--- src/rtl/core_pkg.sv ---
// -----------------------------------------------------------------------------
// core_pkg
// Shared core definitions: ALU control encodings, multiply/divide op encodings
// and the muldiv sequencer state type.
// -----------------------------------------------------------------------------
package core_pkg;

    // ALU control encodings
    localparam logic [2:0] ALU_ADD = 3'b000;
    localparam logic [2:0] ALU_SUB = 3'b001;
    localparam logic [2:0] ALU_AND = 3'b010;
    localparam logic [2:0] ALU_OR  = 3'b011;
    localparam logic [2:0] ALU_SLT = 3'b101;

    // Multiply/divide op encodings (2'b11 is reserved and behaves as MUL)
    localparam logic [1:0] MD_MUL  = 2'b00;
    localparam logic [1:0] MD_DIVU = 2'b01;
    localparam logic [1:0] MD_REMU = 2'b10;

    typedef enum logic [1:0] {
        IDLE = 2'b00,
        RUN  = 2'b01,
        DONE = 2'b10
    } md_state_t;

endpackage

--- src/rtl/muldiv_sequencer.sv ---
// -----------------------------------------------------------------------------
// muldiv_sequencer
// Multi-cycle MUL (low word) / DIVU / REMU built on the core's shared ALU, one
// add or subtract per iteration (shift-add multiply, restoring divide).
//
// Ports:
//   clk, rst            core clock, synchronous active-low reset
//   start, op           request (accepted in IDLE only) and operation select
//   src_a, src_b        multiplicand/dividend, multiplier/divisor
//   kill                pipeline flush, aborts without a done pulse
//   busy, done          EX stall request, one-cycle result-valid pulse
//   result              product low / quotient / remainder, held until next start
//   alu_own             EX operand mux selects the sequencer's ALU inputs
//   alu_a/b/ctrl        ALU operands and control, zero outside RUN
//   alu_result          combinational ALU output
//
// Build option: define MULDIV_EARLY_OUT_EN to finish MUL as soon as the
// remaining multiplier bits are all zero.
// -----------------------------------------------------------------------------
module muldiv_sequencer
    import core_pkg::*;
#(
    parameter int unsigned XLEN  = 32,
    parameter int unsigned CNT_W = 6
) (
    input  logic            clk,
    input  logic            rst,
    input  logic            start,
    input  logic [1:0]      op,
    input  logic [XLEN-1:0] src_a,
    input  logic [XLEN-1:0] src_b,
    input  logic            kill,
    output logic            busy,
    output logic            done,
    output logic [XLEN-1:0] result,
    output logic            alu_own,
    output logic [XLEN-1:0] alu_a,
    output logic [XLEN-1:0] alu_b,
    output logic [2:0]      alu_ctrl,
    input  logic [XLEN-1:0] alu_result
);

    md_state_t        state_q, state_d;
    logic [CNT_W-1:0] cnt_q, cnt_d;
    logic [1:0]       op_q, op_d;
    logic [XLEN-1:0]  acc_q, acc_d;    // MUL accumulator / DIV partial remainder
    logic [XLEN-1:0]  opa_q, opa_d;    // MUL multiplicand / DIV dividend->quotient
    logic [XLEN-1:0]  opb_q, opb_d;    // MUL multiplier / DIV divisor
    logic [XLEN-1:0]  result_q, result_d;

    logic            accept;
    logic            is_div_in;
    logic            is_div_q;
    logic            div_zero;
    logic            last_iter;
    logic            early_out;
    logic [XLEN:0]   trial;
    logic            trial_ge;

    assign accept    = (state_q == IDLE) && start && !kill;
    assign is_div_in = (op == MD_DIVU) || (op == MD_REMU);
    assign is_div_q  = (op_q == MD_DIVU) || (op_q == MD_REMU);
    assign div_zero  = is_div_in && (src_b == '0);
    assign last_iter = (cnt_q == CNT_W'(XLEN - 1));

`ifdef MULDIV_EARLY_OUT_EN
    assign early_out = !is_div_q && (opb_q == '0);
`else
    assign early_out = 1'b0;
`endif

    // Restoring-divide trial value; the compare is done locally at XLEN+1 bits
    // so the ALU carry flag is never needed.
    assign trial    = {acc_q, opa_q[XLEN-1]};
    assign trial_ge = (trial >= {1'b0, opb_q});

    // State register
    always_ff @(posedge clk) begin
        if (!rst) begin
            state_q <= IDLE;
        end else begin
            state_q <= state_d;
        end
    end

    // Next-state logic
    always_comb begin
        state_d = state_q;
        unique case (state_q)
            IDLE: begin
                if (accept) begin
                    state_d = div_zero ? DONE : RUN;
                end
            end
            RUN: begin
                if (kill) begin
                    state_d = IDLE;
                end else if (early_out || last_iter) begin
                    state_d = DONE;
                end
            end
            DONE:    state_d = IDLE;
            default: state_d = IDLE;
        endcase
    end

    // Output logic
    always_comb begin
        busy     = 1'b0;
        done     = 1'b0;
        alu_own  = 1'b0;
        alu_a    = '0;
        alu_b    = '0;
        alu_ctrl = ALU_ADD;
        unique case (state_q)
            RUN: begin
                busy    = 1'b1;
                alu_own = 1'b1;
                if (is_div_q) begin
                    alu_a    = trial[XLEN-1:0];
                    alu_b    = opb_q;
                    alu_ctrl = ALU_SUB;
                end else begin
                    alu_a = acc_q;
                    alu_b = opa_q;
                end
            end
            DONE: begin
                busy = 1'b1;
                done = 1'b1;
            end
            default: ;
        endcase
    end

    assign result = result_q;

    // Datapath next-state
    always_comb begin
        cnt_d    = cnt_q;
        op_d     = op_q;
        acc_d    = acc_q;
        opa_d    = opa_q;
        opb_d    = opb_q;
        result_d = result_q;
        if (accept) begin
            cnt_d = '0;
            op_d  = op;
            acc_d = '0;
            opa_d = src_a;
            opb_d = src_b;
            if (div_zero) begin
                result_d = (op == MD_DIVU) ? '1 : src_a;
            end
        end else if ((state_q == RUN) && !kill) begin
            if (early_out) begin
                result_d = acc_q;
            end else begin
                cnt_d = cnt_q + 1'b1;
                if (is_div_q) begin
                    // Remainder stays below the divisor, so XLEN bits hold it.
                    acc_d = trial_ge ? alu_result : trial[XLEN-1:0];
                    opa_d = {opa_q[XLEN-2:0], trial_ge};
                end else begin
                    if (opb_q[0]) begin
                        acc_d = alu_result;
                    end
                    opa_d = opa_q << 1;
                    opb_d = opb_q >> 1;
                end
                if (last_iter) begin
                    result_d = (op_q == MD_DIVU) ? opa_d : acc_d;
                end
            end
        end
    end

    always_ff @(posedge clk) begin
        if (!rst) begin
            cnt_q    <= '0;
            op_q     <= MD_MUL;
            acc_q    <= '0;
            opa_q    <= '0;
            opb_q    <= '0;
            result_q <= '0;
        end else begin
            cnt_q    <= cnt_d;
            op_q     <= op_d;
            acc_q    <= acc_d;
            opa_q    <= opa_d;
            opb_q    <= opb_d;
            result_q <= result_d;
        end
    end

endmodule

--- config.mk ---
export PLATFORM = sky130hd
export DESIGN_NAME = muldiv_sequencer
export DESIGN_NICKNAME = d
export VERILOG_FILES = /design/src/rtl/core_pkg.sv /design/src/rtl/muldiv_sequencer.sv
export SDC_FILE = /design/constraint.sdc
export NUM_CORES = 1
export LEC_CHECK = 0
export ABC_AREA = 1
export CORE_MARGIN = 2
export CORE_UTILIZATION = 33
export CTS_BUF_LIST = sky130_fd_sc_hd__clkbuf_4 sky130_fd_sc_hd__clkbuf_8 sky130_fd_sc_hd__clkbuf_16
export DETAILED_ROUTE_END_ITERATION = 7
export DONT_BUFFER_PORTS = 1
export PLACE_DENSITY_LB_ADDON = 0.15
export SETUP_SLACK_MARGIN = 0.2
export SKIP_CTS_REPAIR_TIMING = 1
export SLEW_MARGIN = 20
export SYNTH_ARGS = -nofsm -noshare
export SYNTH_HDL_FRONTEND = slang
export SYNTH_SLANG_ARGS = --single-unit
--- constraint.sdc ---
create_clock -name clk -period 2 [get_ports clk]
set_clock_uncertainty 0.1 [all_clocks]
set_input_delay 0.3 -clock clk [delete_from_list [all_inputs] [get_ports clk]]
set_output_delay 0.3 -clock clk [all_outputs]
set_load 0.02 [all_outputs]
---- Word-level counts from Yosys, hierarchy flattened ----
Cells that the tools add are included.
storage, ports and cells
  output and inout port bits .............. 102
  memory bits (writable) .................. 0
  register bits ........................... 138
  ROM bits ................................ 0
  word-level logic and storage cells ...... 66
  bits of input ports ..................... 102
  memories kept ........................... 0
  latch bits .............................. 0
cells by class
  order comparisons ....................... 1
  equality and inequality tests ........... 11
  shift-type cells ........................ 0
  multiplexer cells ....................... 29
  divide/modulo/power cells ............... 0
  $add $sub $neg .......................... 1
  bitwise operators ....................... 1
  $mul .................................... 0
  reductions and logical operators ........ 16
operators by type and width
  operator               count
  $mux W32               18
  $ge A33 B32 Y1         1
  $logic_not A32 Y1      1
  $mux W2                4
  $add A6 B1 Y6 const B  1
  $eq A2 B1 Y1 const B   3
  $eq A2 B2 Y1 const B   3
  $eq A6 B5 Y1 const B   1
  $mux W1                6
  $logic_and A1 B1 Y1    4
  $ne A2 B2 Y1 const B   2
  $pmux W2 S2            1
  $reduce_and A2 Y1      2
  $reduce_bool A2 Y1     2
  $reduce_or A2 Y1       2
  $ne A3 B3 Y1 const B   1
  $reduce_and A3 Y1      1
  $logic_not A2 Y1       1
  $logic_or A1 B1 Y1     2
  $ne A2 B1 Y1 const B   1
  $logic_not A1 Y1       1
  $not A1 Y1             1

---- Logic depth before layout (Yosys ltp) ----
Gate-level depths: netlist of the first run.
  word-level depth ........................ 7
  depth in mapped cells ................... 18

---- Worst setup path before layout of the first run ----
OpenSTA, ideal clock, no wires.
  path kind ............................... flip-flop to output port
  start ................................... register op_q[1]
  end ..................................... output alu_a[26]
  stages on the path, launching flop included .. 8
  path buffers ............................ 3
  arrival time ............................ 1.869 ns
  path slack .............................. -0.269 ns
  cell sequence ........................... dfxtp_1 -> inv_1 -> ha_1 -> clkbuf_1 -> buf_1 -> clkbuf_1 -> o21ai_0 -> a21oi_1
on the way
  longest elaborated chain between the ends .. 4
ends and longest elaborated chain
  item                                                 line                     RTL
  from (decl)                                          muldiv_sequencer.sv:45   logic [1:0] op_q, op_d;
  from (signal assigned)                               muldiv_sequencer.sv:188  op_q <= op_d;
  $eq A2 B1 Y1 / $eq A2 B2 Y1 (equally long branches)  muldiv_sequencer.sv:62   assign is_div_q = (op_q == MD_DIVU) || (op_q == MD_REMU);
  $logic_or A1 B1 Y1 (*)                               muldiv_sequencer.sv:62
  $mux W32 (*)                                         muldiv_sequencer.sv:119  if (is_div_q) begin
  $mux W32 (*)                                         muldiv_sequencer.sv:115  unique case (state_q)
  to (decl)                                            muldiv_sequencer.sv:37   output logic [XLEN-1:0] alu_a,
Mark *: on every way between the ends. The rest lies on a longest branch, timed or not.

---- Worst setup path in the final report of the first run ----
  start ................................... register op_q[1]
  end ..................................... output alu_a[23]
Same word-level chain as after synthesis.

==> flow_summary.ini, run 1 <==
[drt]
top_layer = met4
met2WireLength_um = 20600
drt_pre_antenna_iters = 5
via_per_inst = 5.45
wl_um = 42800
vias = 11200
wl_met3_um = 2910
drtAntennaViolNets = 0
drt_iter0_markers = 887
routedWlPerCell_um = 20.8
met1_length_um = 18400
drc_errors = 0

[floorplan]
pin_count = 204
start_util = 0.337
rows = 61
die_h_um = 173
coreArea_mm2 = 0.0279
die_w_um = 173
dieArea_mm2 = 0.0299

[finish]
final_common_cell = inv_1
drive_gt1_frac = 0.405
nNetsFinal = 1800
antenna_cells = 0
final.fill_count = 2672
finalCoreUtilization = 0.540
area_delta_synth_final_pct = 60.1
final_cell_mix = inv_1 (192), nand2_1 (168), buf_4 (128)

[sta]
hold_viol_final = 18
relSlewSlack = 0.640
rsz0062_at_grt = true
whs_ns = -0.0302
fin_ws_ns = -0.298
period_share = 1.15
period_minus_slack_ns = 2.30
tightest_slew_ns = 0.540
setup_viol = 129
slew_violations = 0
fmax_ghz = 0.435

[placed_design]
numPortBuffers = 0
dp_hpwl_um = 27000
place_congestion = 0.859

[clock_tree]
ctsHtreeMaxLevel = 4
cts.sinks = 138
insertion_delay_ns = 0.44
tritoncts = done
cts.path.max_buffers = 2
clk_pin_slew_worst_paths_ns = 0.07
cts_root_buf = clkbuf_16
cts_inserted_buffers = 17

[critical_path]
worst_setup_path_end_kind = primary output
r2r-start = opb_q[24]
crit_arrival_ns = 1.90
r2r.worst_path.cells = 15
worstSetupPathType = reg -> out
worst_r2r_endpoint = acc_q[24]
critical_path_required_ns = 1.60
crit_fanout = 7
r2r_slack_ns = -0.28
worstSetupStartpointType = register

[yosys]
async_flop_share = 0
syn-cell-area_mm2 = 0.00942
yosysSeqAreaShare = 0.293
syn_inst = 1503
yosysTopAreaCell = dfxtp_1
yosys_warnings = 0
synth_top_area_share = 0.293
synth_cell_types = 37
yosys-top-cells-area = dfxtp_1 (29%), nand2_1 (10%), a21oi_1 (8.9%), inv_1 (8.9%), o21ai_0 (8.6%)
ys_seq_elements = 138
synthFlopType = dfxtp_1
synth_edf_count = 0
syn-mean-instance-area_um2 = 6.27

[job]
maxCapViolations = 0

[worst_hold_path]
min_path_type = in -> reg
hold_path_end = opa_q[16]
hp-start = src_a[16]
min_path_cells = 4

[pwr]
cellPowerDensity_mw_per_mm2 = 860
p_leak_nw = 6.41
ir_drop_mv = 0.585

[grt]
grt_pass1_vias = 9904
grt_pass1_wl_um = 57100
grt_max_degree = 67
antenna_found_initial = 0
grt_usage = 0.244
globalRoute.totalOverflow = 0

[outcome]
status = finished with violations
failed_checks = hold timing, setup timing
==> report_power, final <==
| part | internal [W] | total [W] | switching (W) | leakage, nW |
|---|---|---|---|---|
| Clock | 0.00203 | 0.00349 | 0.00146 | 0.296 |
| Sequential | 0.00297 | 0.00315 | 0.000184 | 1.14 |
| Combinational | 0.00254 | 0.00632 | 0.00378 | 4.97 |
==> cell usage after synthesis, types with 12 or more instances <==
library cell	instances
o21ai_0	161
inv_1	223
o221ai_1	29
buf_2	13
clkbuf_1	79
buf_1	12
a21oi_1	168
nand3_1	136
nor2_1	129
ha_1	38
o211ai_1	64
dfxtp_1	138
nand2_1	255
==> sequential cells by signal (all words and copies together) (netlist names) <==
signal and cells:
op_q 2, opb_q 32, acc_q 32, cnt_q 6, state_q 2, result 32
opa_q 32
==> critical path: stages (launching register included) <==
cell and delay [ns]:
dfxtp_2 0.35, inv_2 0.05, ha_4 0.25, buf_12 0.14
buf_6 0.13, clkbuf_16 0.17, buf_6 0.13, a21oi_4 0.24
==> how the worst max path moves through the flow <==
stage                    from    endpoint  slack [ns]  cells past startpoint
floorplan           opb_q[22]  result[30]        0.05                     16
global placement    opb_q[20]   result[0]       -0.38                     15
detailed placement  opb_q[20]   result[0]       -0.44                     15
CTS                 opb_q[20]   result[0]       -0.49                     15
global route        opb_q[23]   acc_q[24]       -0.35                     16
finish                op_q[1]   alu_a[23]       -0.30                      7
==> layer usage <==
metal	GRT usage	up-vias
li1	-	5310
met1	0.314	5385
met2	0.409	418
met3	0.0550	55
met4	0.0657	0
met5	0	-
==> metrics by stage <==
stage	power (W)	std cells	instance area (um^2)	TNS [ns]	setup WS (ns)
floorplan	0.00600	1504	10200	0	0.0513
global placement	0.00737	1943	11600	-15.41	-0.385
detailed placement	0.00740	1943	11600	-19.06	-0.445
CTS	0.0109	1975	12200	-39.49	-0.486
global route	0.0135	2051	15100	-37.36	-0.355
finish	0.0130	2051	15100	-29.14	-0.298
==> final cells by class <==
cell class                      count  area (um^2)  area share
Tap cell                          378          473      0.0314
Multi-Input combinational cell   1028         7550       0.501
Clock buffer                       18          439      0.0291
Inverter                          227          880      0.0583
Timing Repair Buffer              248         2730       0.181
Sequential cell                   138         2820       0.187
Clock inverter                     14          185      0.0123
==> cells by family (layout without fill, tap and decap cells) <==
family                   after synthesis  after routing  share of synthesized area
AO/OA/AOI/OAI                        441            441                      0.267
AND/OR/NAND/NOR                      544            544                      0.245
other                                  1              2                   0.000398
adder cells (fa/ha/maj)               38             38                     0.0505
buffers and inverters                338            507                      0.140
XOR/XNOR                               3              3                    0.00279
flip-flops                           138            138                      0.293
No activity file was read; power rests on OpenSTA's default activity.
==> run 2, diff against run 1 <==
- SETUP_SLACK_MARGIN: 0.2 -> 0.1
- clock period: 2 -> 2.2 ns (I/O delays scaled with it)
==> flow_summary.ini, run 2 (synthesis gave the netlist of run 1 again) <==
[sta]
rsz0062_at_grt = true
setup_viol = 93
fin_ws_ns = -0.166
relSlewSlack = 0.583
slew_violations = 0
hold_viol_final = 1
period_share = 1.08
tightest_slew_ns = 0.625
fmax_ghz = 0.423
finalSetupTns_ns = -3.22
whs_ns = -0.0269
period_minus_slack_ns = 2.37

[drt]
vias = 11300
drc_errors = 0
via_per_inst = 5.59
drtAntennaViolNets = 0
drt_iter0_markers = 1127
routedWlPerCell_um = 22.1
wl_um = 44600
drt_pre_antenna_iters = 6

[clock_tree]
cts_inserted_buffers = 17
cts.sinks = 138
insertion_delay_ns = 0.43
cts.path.max_buffers = 2
ctsHtreeMaxLevel = 4
tritoncts = done
clk_pin_slew_worst_paths_ns = 0.06
cts_root_buf = clkbuf_16

[pwr]
p_sw_w = 0.00513
p_leak_nw = 6.41
switching_share = 0.428
cellPowerDensity_mw_per_mm2 = 804
p_clk_frac = 0.259
ir_drop_mv = 0.658
p_int_w = 0.00685
combinationalPowerShare = 0.501
p_seq_frac = 0.239

[critical_path]
worstSetupPathType = reg -> out
cpMaxStageDelayCell = dfxtp_2
crit_arrival_ns = 1.94
cp_cell_sequence = inv_2, ha_4, buf_12, buf_16, buf_4, o21ai_4, a21oi_2, buf_4
max_stage_delay_ns = 0.33
worst_setup_path_end_kind = primary output
crit_fanout = 7
cp_common_cell = buf_4
critical_path_required_ns = 1.77
worstSetupStartpointType = register

[finish]
final_common_cell = inv_1
final.fill_count = 2652
finalCoreUtilization = 0.534
fin_cells = 2020
design_area_mm2 = 0.0149
drive_gt1_frac = 0.404
area_delta_synth_final_pct = 58.4
final_cell_mix = inv_1 (195), nand2_1 (185), buf_4 (121)
antenna_cells = 0
nNetsFinal = 1769

[worst_hold_path]
min_path_type = in -> reg

[floorplan]
dieArea_mm2 = 0.0299
rows = 61
die_h_um = 173
die_w_um = 173
pin_count = 204
coreArea_mm2 = 0.0279
start_util = 0.337

[placed_design]
place_congestion = 0.825
dp_hpwl_um = 25800
numPortBuffers = 0
dp_cells = 1930
detailed_place.area_mm2 = 0.0110

[grt]
grt_max_degree = 77
grt_usage = 0.242
grt_pass1_wl_um = 57200
antenna_found_initial = 0
globalRoute.totalOverflow = 0
grt_pass1_vias = 9875

[outcome]
status = finished with violations
failed_checks = hold timing, setup timing

[job]
maxCapViolations = 0
-- run 2: cell count changes in the layout (fill, tap and decap cells not counted), sizes merged --
cell / before / now
clkinv: 3 / 5
inv: 232 / 230
clkbuf: 31 / 38
buf: 198 / 192
dlygate4sd3: 37 / 5
-- run 2: metrics by stage --
step	worst slack [ns]	power, W
after floorplan	0.110	0.00516
after global placement	-0.138	0.00634
after detailed placement	-0.148	0.00635
after CTS	-0.223	0.00944
after global routing	-0.217	0.0125
final	-0.166	0.0120
-- run 2: layout make-up --
cell class | instances | area (um^2) | share of cell area
well taps | 378 | 473 | 0.0317
clock buffers | 18 | 433 | 0.0290
multi-input cells | 1028 | 7630 | 0.511
repair buffers | 217 | 2540 | 0.170
inverters | 227 | 857 | 0.0575
flip-flops and latches | 138 | 2810 | 0.189
clock inverters | 14 | 171 | 0.0115
-- run 2: power by group through the flow --
stage,logic (W),clock network (W),registers (W)
6_report,0.00601,0.00311,0.00287
5_1_grt,0.00636,0.00324,0.00289
4_1_cts,0.00348,0.00314,0.00282
3_5_place_dp,0.00347,0,0.00288
3_3_place_gp,0.00346,0,0.00288
2_1_floorplan,0.00229,0,0.00287
-- run 2: routing by layer --
| layer | global-route usage | part of all wire | up-vias |
|---|---|---|---|
| met5 | 0 | 0 | - |
| met4 | 0.0530 | 0.028 | 0 |
| met3 | 0.0600 | 0.10 | 75 |
| met2 | 0.383 | 0.45 | 589 |
| met1 | 0.333 | 0.42 | 5392 |
| li1 | - | - | 5243 |
-- run 2: worst max-delay path, delay by kind of cell (launching register included) --
family	cells	cell delay, ns
flip-flops	1	0.33
adder cells (fa/ha/maj)	1	0.31
AO/OA/AOI/OAI	2	0.22
buffers and inverters	5	0.65
-- run 2: worst paths after layout --
kind,depth (start not counted),start,end,slack [ns]
hold / removal,2,rst,result[31],-0.03
hold reg to reg,2,opa_q[30],opa_q[30],0.38
setup / recovery,8,op_q[1],alu_b[16],-0.17
setup reg to reg,16,opb_q[10],result[2],-0.08
